`src/rtl/ex_muldiv_pkg.sv`:
```
// Shared pipeline definitions for the EX-stage RV32M multiply/divide unit.
package ex_muldiv_pkg;

  localparam int unsigned MD_XLEN   = 32;
  localparam logic [31:0] NOP_INSTR = 32'h0000_0013;

  typedef enum logic [2:0] {
    OP_MUL    = 3'd0,
    OP_MULH   = 3'd1,
    OP_MULHSU = 3'd2,
    OP_MULHU  = 3'd3,
    OP_DIV    = 3'd4,
    OP_DIVU   = 3'd5,
    OP_REM    = 3'd6,
    OP_REMU   = 3'd7
  } m_op_e;

  typedef enum logic [1:0] {
    IDLE = 2'd0,
    CALC = 2'd1,
    DONE = 2'd2
  } md_state_e;

  // Magnitude of a possibly-signed operand; the most negative value maps to itself.
  function automatic logic [MD_XLEN-1:0] md_abs(input logic [MD_XLEN-1:0] v,
                                                 input logic              is_signed);
    return (is_signed && v[MD_XLEN-1]) ? MD_XLEN'(-v) : v;
  endfunction

  function automatic logic [MD_XLEN-1:0] md_neg(input logic [MD_XLEN-1:0] v,
                                                 input logic              en);
    return en ? MD_XLEN'(-v) : v;
  endfunction

  function automatic logic [2*MD_XLEN-1:0] md_neg2(input logic [2*MD_XLEN-1:0] v,
                                                    input logic                en);
    return en ? (2*MD_XLEN)'(-v) : v;
  endfunction

endpackage

```
`src/rtl/ex_muldiv.sv`:
```
// Iterative RV32M multiply/divide: radix-2 shift-add multiply, restoring divide,
// one bit per cycle, with single-cycle fast path for divide-by-zero and overflow.
module ex_muldiv
  import ex_muldiv_pkg::*;
#(
  parameter int unsigned XLEN = MD_XLEN
) (
  input  logic            i_clk,
  input  logic            i_rst,
  input  logic            i_start,
  input  logic [2:0]      i_funct3,
  input  logic [XLEN-1:0] i_rs1_data,
  input  logic [XLEN-1:0] i_rs2_data,
  input  logic            i_flush,
  output logic            o_stall,
  output logic            o_done,
  output logic [XLEN-1:0] o_result
);

  localparam int unsigned CW = $clog2(XLEN + 1);

  md_state_e        state;
  logic [CW-1:0]    cnt;
  m_op_e            op;
  logic             neg_q;
  logic             neg_r;
  logic [XLEN-1:0]  b_mag;
  logic [2*XLEN-1:0] acc;

  m_op_e            op_in;
  logic             a_signed, b_signed;
  logic             a_neg_in, b_neg_in;
  logic [XLEN-1:0]  a_mag_in, b_mag_in;
  logic             div_zero, div_ovf;
  logic [XLEN-1:0]  fast_res;

  logic [XLEN:0]     mul_sum, rem_sh, rem_diff;
  logic [2*XLEN-1:0] acc_nxt, prod_fix;
  logic [XLEN-1:0]   res_fin;

  // Operand decode at acceptance
  always_comb begin
    op_in    = m_op_e'(i_funct3);
    a_signed = 1'b0;
    b_signed = 1'b0;
    case (op_in)
      OP_MULH, OP_DIV, OP_REM: begin a_signed = 1'b1; b_signed = 1'b1; end
      OP_MULHSU:               a_signed = 1'b1;
      default:                 ;
    endcase
    a_neg_in = a_signed & i_rs1_data[XLEN-1];
    b_neg_in = b_signed & i_rs2_data[XLEN-1];
    a_mag_in = md_abs(i_rs1_data, a_signed);
    b_mag_in = md_abs(i_rs2_data, b_signed);
    div_zero = i_funct3[2] & (i_rs2_data == '0);
    div_ovf  = ((op_in == OP_DIV) || (op_in == OP_REM)) &&
               (i_rs1_data == {1'b1, {(XLEN-1){1'b0}}}) && (i_rs2_data == '1);
    if (div_zero)
      fast_res = ((op_in == OP_DIV) || (op_in == OP_DIVU)) ? '1 : i_rs1_data;
    else
      fast_res = (op_in == OP_DIV) ? {1'b1, {(XLEN-1){1'b0}}} : '0;
  end

  // One iteration: acc = {hi, lo}; multiply shifts the multiplier out of lo,
  // divide shifts the dividend out of lo while quotient bits shift in.
  always_comb begin
    mul_sum  = {1'b0, acc[2*XLEN-1:XLEN]} + (acc[0] ? {1'b0, b_mag} : '0);
    rem_sh   = {acc[2*XLEN-1:XLEN], acc[XLEN-1]};
    rem_diff = rem_sh - {1'b0, b_mag};
    if (op[2]) begin
      if (rem_diff[XLEN]) acc_nxt = {rem_sh[XLEN-1:0],   acc[XLEN-2:0], 1'b0};
      else                acc_nxt = {rem_diff[XLEN-1:0], acc[XLEN-2:0], 1'b1};
    end else begin
      acc_nxt = {mul_sum, acc[XLEN-1:1]};
    end
    prod_fix = md_neg2(acc_nxt, neg_q);
    case (op)
      OP_MUL:                      res_fin = prod_fix[XLEN-1:0];
      OP_MULH, OP_MULHSU, OP_MULHU: res_fin = prod_fix[2*XLEN-1:XLEN];
      OP_DIV, OP_DIVU:             res_fin = md_neg(acc_nxt[XLEN-1:0], neg_q);
      default:                     res_fin = md_neg(acc_nxt[2*XLEN-1:XLEN], neg_r);
    endcase
  end

  always_comb begin
    o_stall = 1'b0;
    case (state)
      IDLE:    o_stall = i_start;
      CALC:    o_stall = 1'b1;
      default: o_stall = 1'b0;
    endcase
  end

  assign o_done = (state == DONE);

  always_ff @(posedge i_clk or posedge i_rst) begin
    if (i_rst) begin
      state    <= IDLE;
      cnt      <= '0;
      op       <= OP_MUL;
      neg_q    <= 1'b0;
      neg_r    <= 1'b0;
      b_mag    <= '0;
      acc      <= '0;
      o_result <= '0;
    end else if (i_flush) begin
      state <= IDLE;
    end else begin
      case (state)
        IDLE: begin
          if (i_start) begin
            op    <= op_in;
            neg_q <= a_neg_in ^ b_neg_in;
            neg_r <= a_neg_in;
            b_mag <= b_mag_in;
            acc   <= {{XLEN{1'b0}}, a_mag_in};
            cnt   <= CW'(XLEN);
            if (div_zero || div_ovf) begin
              o_result <= fast_res;
              state    <= DONE;
            end else begin
              state <= CALC;
            end
          end
        end
        CALC: begin
          acc <= acc_nxt;
          cnt <= cnt - CW'(1);
          if (cnt == CW'(1)) begin
            o_result <= res_fin;
            state    <= DONE;
          end
        end
        DONE:    state <= IDLE;
        default: state <= IDLE;
      endcase
    end
  end

endmodule
```
`config.mk`:
```
export PLATFORM = sky130hd
export DESIGN_NAME = ex_muldiv
export DESIGN_NICKNAME = d
export VERILOG_FILES = /design/src/rtl/ex_muldiv_pkg.sv /design/src/rtl/ex_muldiv.sv
export SDC_FILE = /design/constraint.sdc
export NUM_CORES = 1
export LEC_CHECK = 0
export CORE_UTILIZATION = 50
export DETAILED_ROUTE_END_ITERATION = 8
export HOLD_SLACK_MARGIN = 0.15
export PLACE_DENSITY = 0.77
export SLEW_MARGIN = 20
export SYNTH_ARGS = -nofsm -noshare
export SYNTH_HDL_FRONTEND = slang
export SYNTH_SLANG_ARGS = --single-unit
```
`constraint.sdc`:
```
create_clock -name i_clk -period 6.99 [get_ports i_clk]
set_input_delay 1.398 -clock i_clk [delete_from_list [all_inputs] [get_ports i_clk]]
set_output_delay 1.398 -clock i_clk [all_outputs]
set_load 0.1 [all_outputs]
```
==> results.md <==
- Worst Setup End Kind: register
- Seq/Total Area, Yosys: 23.4%
- Num CTS Buffers: 17
- Power density over the cells: 516 nW/um2
- CTS H-tree lvls: 4
- Critical Path Fanout Max: 14
- Wire length per cell: 22.9 um
- Hold Buf Count CTS: 0
- RD Place Congestion: 1.00
- CP Class: register to register
- Layout area overhead: 12.7%
- Hold depth: 1
- Ant diodes: 0
- CP startpoint kind: register
- Die Y: 176 um
- Netlist cell types: 102
- Die width: 176 um
- Fin. Hold Viols: 0
- Detailed Routing Iterations Pass 1: 6
- Boundary pin count: 105
- Status: complete, no violations
- Drt drc: 0
- Via-to-Cell Ratio: 6.54
- Worst setup endpoint: o_result[26]
- Count leader, synth: nand2_1
- Via Count: 16,200
- Tot GR Track Use: 36.9%
- Most used cell, CP: a21oi_1
- Detailed Place HPWL: 42,500 um
- Worst relative slew slack: 24.5%
- Cells after synthesis: 2,031
- ANT nets after route: 0
- Worst vdd ir: 0.384 mV
- Tcrit/Tclk final: 91.8%
- Critical Path Source: b_mag[25]
- Antenna violations before repair: 0
- Post-CTS setup-driven buffer insertion count: 0
- Worst-Margin Slew: 1.12 ns
- Core area: 29,600 um2
- Stages on worst setup path: 22
- Utilization after layout: 57.3%
- Max cap viols: 0
- Async SR Flop Fraction: 100%
- Layout cells sized above 1: 6.87%
- Root Buffer: clkbuf_16
- First-pass GRT wire length: 87,800 um
- Mapped Area: 15,100 um2
- Post-cts sizing count: 0
- 1st-iter DRT viols: 1,846
- Top cells by count, synth: nand2_1 (232), o21ai_0 (226), a21oi_1 (180)
- Buffers added on ports: 104
- Yosys warns: 0
- LEAKAGE: 0.00688 uW
- Start of the worst register-to-register path: b_mag[25]
- CTS max path bufs: 2
- Synth Flop Type: dfrtp_1
- Cells along the critical path: inv_1, ha_1, a21oi_1, o21ai_0, a221oi_1, o21ai_2, o21ai_2, nand2_2, a21oi_1, a21oi_1, inv_1, ha_1, nand2_1, nor3_1, a211oi_1, nor3_4, nand3_1, buf_4, o31ai_1, xor2_1, a221oi_1, o21ai_0
- CTS tree: built
- Critical-path top delay cell: o21ai_2
- RSZ-0062 raised after global routing: no
- Clock Sinks: 141
- Top cell type by total area after synthesis: dfrtp_1
- WP data arrival: 6.72 ns
- Top cells by area, synth: dfrtp_1 (23%), o21ai_0 (7.5%), a21oi_1 (6.0%), xnor2_1 (5.9%), ha_1 (5.9%)
- Design Area, Final: 17,000 um2
- Nets: 2,213
- Final setup violation count: 0
- Final wirelength: 56,600 um
- Setup TNS: 0 ns
- Top cell type's share of synthesized area: 23.4%
- Post-synth EDFFs: 0
- Clk_lat worst skew: 0.47 ns
- Max Clock Freq: 156 MHz
- Largest net degree at the start of global routing: 98
- Critical path's top delay family: compound AO/OA/AOI/OAI gates
- Clock period minus worst slack: 6.42 ns
- Final slew viol count: 0
- Total gr overflow: 0
- Placed cell area: 16,400 um2
- WP data required: 7.29 ns
- Fin Clk Skew: 0.0194 ns
- Die area: 30,900 um2
- Min-delay worst type: register to register
- Vias in the first global route: 15,000
- R2R setup slack: 0.57 ns
- Floorplan row count: 63
- Buffers & Inverters on Critical Path: 3
- Worst-path clk slew: 0.07 ns
- Flops & latches, synth: 141
- RR Endpoint: o_result[26]
- R2R depth: 22
- Syn avg cell area: 7.43 um2
- Initial Util: 50.9%
- Post-Syn Nets: 2,175
- Max stage delay on crit path: 0.66 ns
-- worst register-to-register path, cell delays in order, from the launching register on --
cell and delay (ns):
dfrtp_1 0.50, inv_1 0.08, ha_1 0.38, a21oi_1 0.26, o21ai_0 0.26, a221oi_1 0.35
o21ai_2 0.18, o21ai_2 0.66, nand2_2 0.17, a21oi_1 0.29, a21oi_1 0.16, inv_1 0.15
ha_1 0.28, nand2_1 0.07, nor3_1 0.18, a211oi_1 0.19, nor3_4 0.30, nand3_1 0.45
buf_4 0.34, o31ai_1 0.28, xor2_1 0.14, a221oi_1 0.45, o21ai_0 0.14
-- layer usage --
layer / GRT usage [%] / vias to the layer above / share of wire (%)
met1: 52.2 / 7774 / 44
met3: 7.75 / 103 / 9.3
met2: 56.2 / 853 / 44
li1: - / 7446 / -
met4: 10.8 / 0 / 2.4
met5: 0 / - / 0
-- worst min path at each step --
stage / startpoint / to / slack [ns]
4_1_cts: o_result[7] / o_result[7] / 0.48
2_1_floorplan: op[0] / op[0] / 0.44
5_1_grt: o_result[7] / o_result[7] / 0.50
3_5_place_dp: o_result[7] / o_result[7] / 0.47
3_3_place_gp: o_result[7] / o_result[7] / 0.46
6_report: o_result[7] / o_result[7] / 0.48
-- registers in the layout, summed over array words and instances (netlist names) --
name,flops
acc,64
b_mag,32
o_result,32
cnt,6
op,3
state,2
neg_q,1
neg_r,1
-- layout make-up --
cell class,instances,area [um2]
well taps,390,488
flip-flops and latches,141,3530
inverters,73,279
clock inverters,15,156
repair buffers,141,1320
multi-input cells,1695,10800
clock buffers,17,425
fillers,2847,12600
-- metrics by stage --
| stage | setup slack, ns | hold slack [ns] | total power, uW | instances |
|---|---|---|---|---|
| floorplan | 1.23 | 0.438 | 5830 | 2031 |
| global placement | 0.861 | 0.464 | 7580 | 2440 |
| detailed placement | 0.711 | 0.465 | 7620 | 2440 |
| CTS | 0.702 | 0.482 | 8580 | 2472 |
| global route | 0.240 | 0.503 | 9270 | 2472 |
| finish | 0.574 | 0.479 | 8770 | 2472 |
-- power by group --
group / internal, uW / total (uW) / switching [uW]
sequential: 1090 / 1510 / 415
clock: 474 / 932 / 458
combinational: 2160 / 6330 / 4170
-- kinds of logic after synthesis --
family / Yosys count / synth area share, %
fa+ha+maj: 73 / 6.15
xor+xnor: 190 / 11.0
buf+inv: 195 / 5.14
mux: 43 / 3.04
compound gates: 701 / 29.3
flops: 141 / 23.4
simple gates: 688 / 22.0
-- cells in the final DEF, fill, tap and decap left out, types with 10 or more instances in the layout --
cell type        count
a211oi_1            19
a21o_1              27
a21oi_1            180
a22o_1              13
a31oi_1             20
and2_1              44
and3_1              11
buf_4               37
clkbuf_16           17
clkdlybuf4s50_1    104
dfrtp_1            140
ha_1                71
inv_1               70
mux2_2              18
mux2i_1             24
nand2_1            232
nand2b_1            14
nand3_1             28
nand4_1             36
nor2_1             176
nor3_1              47
nor4_1              16
o211ai_1            18
o21a_1              15
o21ai_0            226
o21bai_1            11
o22ai_1             23
o31ai_1             36
o41ai_1             14
or2_2               10
or3_1               15
xnor2_1            102
xor2_1              88
Note: power is estimated with default switching activity, not from simulation.
